$ cat src/rtl/fetch_line_buffer.sv
// Single-line instruction fetch buffer: answers word reads from a cached 256-bit line
// and refills that line from physical memory with a four-beat burst on a miss.
module fetch_line_buffer #(
  parameter int width      = 32,
  parameter int beat_width = 64,
  parameter int beats      = 4
) (
  input  logic                  clk,
  input  logic                  rst,
  input  logic                  mem_read,
  input  logic [width-1:0]      mem_address,
  input  logic                  flush,
  output logic                  mem_resp,
  output logic [width-1:0]      mem_rdata,
  output logic                  pmem_read,
  output logic [width-1:0]      pmem_address,
  input  logic [beat_width-1:0] pmem_rdata,
  input  logic                  pmem_resp
);

  localparam int line_bytes = (beat_width * beats) / 8;
  localparam int off_w      = $clog2(line_bytes);
  localparam int idx_w      = $clog2(beats);
  localparam int word_w     = $clog2(width / 8);
  localparam int tag_w      = width - off_w;

  typedef enum logic [1:0] {
    ST_IDLE = 2'd0,
    ST_FILL = 2'd1,
    ST_RESP = 2'd2
  } state_t;

  state_t                state_r, state_s;
  logic                  valid_r, valid_s;
  logic [tag_w-1:0]      tag_r, tag_s;
  logic [idx_w-1:0]      cnt_r, cnt_s;
  logic                  kill_r, kill_s;
  logic                  resp_s;
  logic [width-1:0]      rdata_s;
  logic                  pread_s;
  logic [width-1:0]      paddr_s;
  logic                  line_we_s;
  logic [beat_width-1:0] line_r [beats];

  logic [tag_w-1:0]      req_tag_s;
  logic [idx_w-1:0]      req_beat_s;
  logic                  req_hi_s;
  logic                  hit_s;
  logic                  dead_s;
  logic [beat_width-1:0] fill_beat_s;
  logic                  unused_s;

  function automatic logic [width-1:0] pick_word(input logic [beat_width-1:0] beat,
                                                 input logic hi);
    if (hi) begin
      return beat[width +: width];
    end else begin
      return beat[width-1:0];
    end
  endfunction

  assign req_tag_s  = mem_address[width-1:off_w];
  assign req_beat_s = mem_address[off_w-1 -: idx_w];
  assign req_hi_s   = mem_address[word_w];
  assign hit_s      = valid_r && (tag_r == req_tag_s);
  assign dead_s     = kill_r || flush;
  assign unused_s   = ^mem_address[word_w-1:0];

  // Requested beat during a fill; the beat arriving this cycle is forwarded from the bus
  always_comb begin
    if (req_beat_s == cnt_r) begin
      fill_beat_s = pmem_rdata;
    end else begin
      fill_beat_s = line_r[req_beat_s];
    end
  end

  // Next-state and next-output logic for the IDLE/FILL/RESP controller
  always_comb begin
    state_s   = state_r;
    valid_s   = valid_r;
    tag_s     = tag_r;
    cnt_s     = cnt_r;
    kill_s    = kill_r;
    resp_s    = 1'b0;
    rdata_s   = mem_rdata;
    pread_s   = pmem_read;
    paddr_s   = pmem_address;
    line_we_s = 1'b0;
    case (state_r)
      ST_IDLE: begin
        if (flush) begin
          valid_s = 1'b0;
        end else if (mem_read && hit_s) begin
          rdata_s = pick_word(line_r[req_beat_s], req_hi_s);
          resp_s  = 1'b1;
          state_s = ST_RESP;
        end else if (mem_read) begin
          paddr_s = {req_tag_s, {off_w{1'b0}}};
          cnt_s   = '0;
          kill_s  = 1'b0;
          valid_s = 1'b0;
          pread_s = 1'b1;
          state_s = ST_FILL;
        end else begin
          state_s = ST_IDLE;
        end
      end
      ST_FILL: begin
        // A flush mid-burst cannot stop the arbiter, so it is remembered until the end
        if (flush) begin
          kill_s = 1'b1;
        end else begin
          kill_s = kill_r;
        end
        if (pmem_resp) begin
          line_we_s = 1'b1;
          cnt_s     = cnt_r + idx_w'(1);
          if (cnt_r == idx_w'(beats - 1)) begin
            pread_s = 1'b0;
            tag_s   = pmem_address[width-1:off_w];
            valid_s = !dead_s;
            if (mem_read && !dead_s) begin
              rdata_s = pick_word(fill_beat_s, req_hi_s);
              resp_s  = 1'b1;
              state_s = ST_RESP;
            end else begin
              state_s = ST_IDLE;
            end
          end else begin
            state_s = ST_FILL;
          end
        end else begin
          state_s = ST_FILL;
        end
      end
      ST_RESP: begin
        state_s = ST_IDLE;
        if (flush) begin
          valid_s = 1'b0;
        end else begin
          valid_s = valid_r;
        end
      end
      default: begin
        state_s = ST_IDLE;
        pread_s = 1'b0;
      end
    endcase
  end

  // Controller state and registered outputs
  always_ff @(posedge clk or posedge rst) begin
    if (rst) begin
      state_r      <= ST_IDLE;
      valid_r      <= 1'b0;
      tag_r        <= '0;
      cnt_r        <= '0;
      kill_r       <= 1'b0;
      mem_resp     <= 1'b0;
      mem_rdata    <= '0;
      pmem_read    <= 1'b0;
      pmem_address <= '0;
    end else begin
      state_r      <= state_s;
      valid_r      <= valid_s;
      tag_r        <= tag_s;
      cnt_r        <= cnt_s;
      kill_r       <= kill_s;
      mem_resp     <= resp_s;
      mem_rdata    <= rdata_s;
      pmem_read    <= pread_s;
      pmem_address <= paddr_s;
    end
  end

  // Line storage: plain data array, written one beat per accepted pmem_resp
  always_ff @(posedge clk) begin
    if (line_we_s) begin
      line_r[cnt_r] <= pmem_rdata;
    end
  end

endmodule

$ cat config.mk
export PLATFORM = sky130hd
export DESIGN_NAME = fetch_line_buffer
export DESIGN_NICKNAME = d
export VERILOG_FILES = /design/src/rtl/fetch_line_buffer.sv
export SDC_FILE = /design/constraint.sdc
export NUM_CORES = 1
export LEC_CHECK = 0
export CAP_MARGIN = 5
export CORE_MARGIN = 2
export CORE_UTILIZATION = 56
export CTS_CLUSTER_SIZE = 30
export DETAILED_ROUTE_END_ITERATION = 10
export GPL_ROUTABILITY_DRIVEN = 0
export PLACE_DENSITY = 0.87
export SLEW_MARGIN = 20
export SYNTH_ARGS = -nofsm -noshare
export SYNTH_HDL_FRONTEND = slang
export SYNTH_SLANG_ARGS = --single-unit
$ cat constraint.sdc
create_clock -name clk -period 4.8 [get_ports clk]
set_clock_uncertainty 0.1 [all_clocks]
set_input_delay 0.96 -clock clk [delete_from_list [all_inputs] [get_ports clk]]
set_output_delay 0.96 -clock clk [all_outputs]
set_load 0.01 [all_outputs]
==> flow_summary.json <==
{
  "status": "finished clean",
  "antenna_found_initial": 1,
  "cts_tree": "done",
  "hold_path_class": "flip-flop to flip-flop",
  "layout-drive-gt1-share_pct": 22.7,
  "critPathBufInv": 2,
  "worstSetupStartpointType": "input pin",
  "slew_headroom_pct": 24.0,
  "io_pins": 167,
  "synth.most_common_cell": "edfxtp_1",
  "fmax_mhz": 313,
  "grtUsageTotal_pct": 24.7,
  "synth_cells": 860,
  "critical_path.max_fanout": 18,
  "ys.flop_type": "edfxtp_1",
  "grt_pass1_vias": 9443,
  "post_cts_resized": 0,
  "cp_cell_sequence": "clkdlybuf4s50_1 -> nor2_1 -> a211oi_1 -> or3_1 -> buf_12 -> nand2_1 -> o22ai_1",
  "grt.overflow.total": 0,
  "avgSynthCellArea_um2": 17.1,
  "start_util_pct": 56.7,
  "die_y_um": 166,
  "cts_root_buffer": "clkbuf_16",
  "io_buffers": 159,
  "cp_slowest_cell": "or3_1",
  "nFillCells": 1643,
  "syn_area_mm2": 0.0147,
  "maxSlewViolCount": 0,
  "p_leak_nw": 6.23,
  "postRouteAntennaNets": 0,
  "num_rows": 59,
  "tightest_slew_ns": 1.14,
  "fin_crit_sh_pct": 66.5,
  "powerDensity_mw_per_mm2": 545,
  "max_stage_delay_ns": 0.71,
  "clkLatencyLatePin_ns": 0.51,
  "via_per_inst": 6.43,
  "yosysWarningCount": 0,
  "arrival_ns": 3.52,
  "ys_ff_latch": 350,
  "htree_levels": 2,
  "area_delta_synth_final_pct": 21.4,
  "synth_edf_count": 256,
  "die_w_um": 166,
  "cts_buffer_depth": 3,
  "finalCriticalPeriod_ns": 3.19,
  "critPathTopFamily": "simple AND/OR/NAND/NOR gates",
  "vias": 8803,
  "clkTransAtPathRegs_ns": 0.06,
  "drc": 0,
  "final_nets": 1113,
  "synth.area.top_cells": "edfxtp_1 52%, dfrtp_1 16%, mux4_2 9.8%, mux2_2 5.1%, mux2_4 2.0%",
  "wl_per_cell_um": 24.8,
  "wirelength_mm": 34.0,
  "core_mm2": 0.0259,
  "grt_max_degree": 92,
  "cp.required_ns": 5.12,
  "setup_viol": 0,
  "synthTopCellsByCount": "256 x edfxtp_1, 94 x dfrtp_1, 66 x mux2_2",
  "tns_ns": 0,
  "drt-initial-drc-count": 1004,
  "fin_util_pct": 68.8,
  "yosysTopAreaCellShare_pct": 52.4,
  "cts_sinks": 350,
  "die-area_mm2": 0.0275,
  "vdd_drop_max_v": 0.000373,
  "rsz0062_at_grt": "no",
  "drtPass1Iterations": 5,
  "ys_types": 37,
  "cts_setup_buffers": 0,
  "grt_pass1_wl_mm": 53.0,
  "cts_hold_buf": 0,
  "yosysTopAreaCell": "edfxtp_1",
  "hpwl_mm": 19.1,
  "async_flop_share_pct": 26.9,
  "cts_made_buffers": 36,
  "endpoint_kind": "flip-flop",
  "yosysSeqAreaShare_pct": 68.4,
  "hold_viol_final": 0,
  "cap_viol_max_count": 0,
  "critPathKind": "input pin to flip-flop"
}
[per-layer routing]
layer | up-vias | track usage [%] | wire (µm)
li1 | 3753 | - | -
met1 | 4460 | 33.1 | 13200
met2 | 498 | 40.2 | 16800
met3 | 92 | 5.89 | 3020
met4 | 0 | 9.04 | 1020
met5 | - | 0 | 0
[metrics by stage]
step                      cell area [µm²]  power, mW  hold slack, ns  cells  setup slack (ns)
after floorplan                     14700       5.75           0.377    864              1.29
after global placement              16600       6.91           0.365   1302              1.22
after detailed placement            16600       7.01           0.370   1302              1.18
after CTS                           17700       9.66           0.386   1366              1.66
after global routing                17800       10.1           0.408   1370              1.50
final                               17800       9.72           0.379   1370              1.61
[worst paths after layout]
kind,end,slack (ns),from,cells past startpoint
setup / recovery,mem_rdata[6],1.61,flush,7
hold / removal,pmem_read,0.38,pmem_read,2
setup reg to reg,mem_rdata[6],2.00,state_r[0],5
hold reg to reg,pmem_read,0.38,pmem_read,2
max in group asynchronous,state_r[1],2.95,rst,3
min in group asynchronous,tag_r[17],0.86,rst,2
[flip-flops by register name, indices dropped and copies added, names as in the netlist]
| signal | flops |
|---|---|
| pmem_address | 27 |
| mem_rdata | 32 |
| mem_resp | 1 |
| state_r | 2 |
| valid_r | 1 |
| kill_r | 1 |
| line_r | 256 |
| tag_r | 27 |
| cnt_r | 2 |
| pmem_read | 1 |
[tightest hold or removal path, stage by stage, from the launching register on]
cell	delay, ns
dfrtp_1	0.34
nand2_1	0.05
nand2_1	0.05
[kinds of logic (layout without fill, tap and decap cells)]
group                    count (synthesis)  count (layout)  share of synthesized area, %
other                                    1               6                        0.0255
AND/OR/NAND/NOR                        135             135                          4.81
XOR/XNOR                                31              31                          1.85
flip-flops                             350             350                          68.4
buffers and inverters                   75             245                          2.33
AO/OA/AOI/OAI                          114             114                          5.35
multiplexers                           150             150                          16.9
adder cells (fa/ha/maj)                  4               4                         0.341
[layout make-up]
class	instances	area, µm²	area share [%]
flip-flops and latches	350	10000	56.3
multi-input cells	439	4440	24.9
repair buffers	175	1800	10.1
clock buffers	50	1000	5.64
well taps	335	419	2.35
clock inverters	14	97.6	0.547
inverters	6	27.5	0.154
diodes	1	2.50	0.0140
[power by group]
group	leakage, nW	internal [mW]	switching, mW
clock network	0.546	1.52	1.11
registers	3.37	3.89	0.339
logic	2.31	1.33	1.53
[placed cells by master, fill, tap and decap left out, types with 20 or more instances in the layout]
cell             synthesis  routed
mux2_2                  66      66
mux4_2                  64      64
nand3_1                 35      34
o22ai_1                 32      32
o31ai_1                 34      34
mux2_4                  20      20
clkdlybuf4s50_1          0     156
nand2_1                 37      37
dfrtp_1                 94      94
o211ai_1                32      32
nand4_1                 38      38
edfxtp_1               256     256
clkbuf_16                0      37
Note: power is estimated with default switching activity, not from simulation.
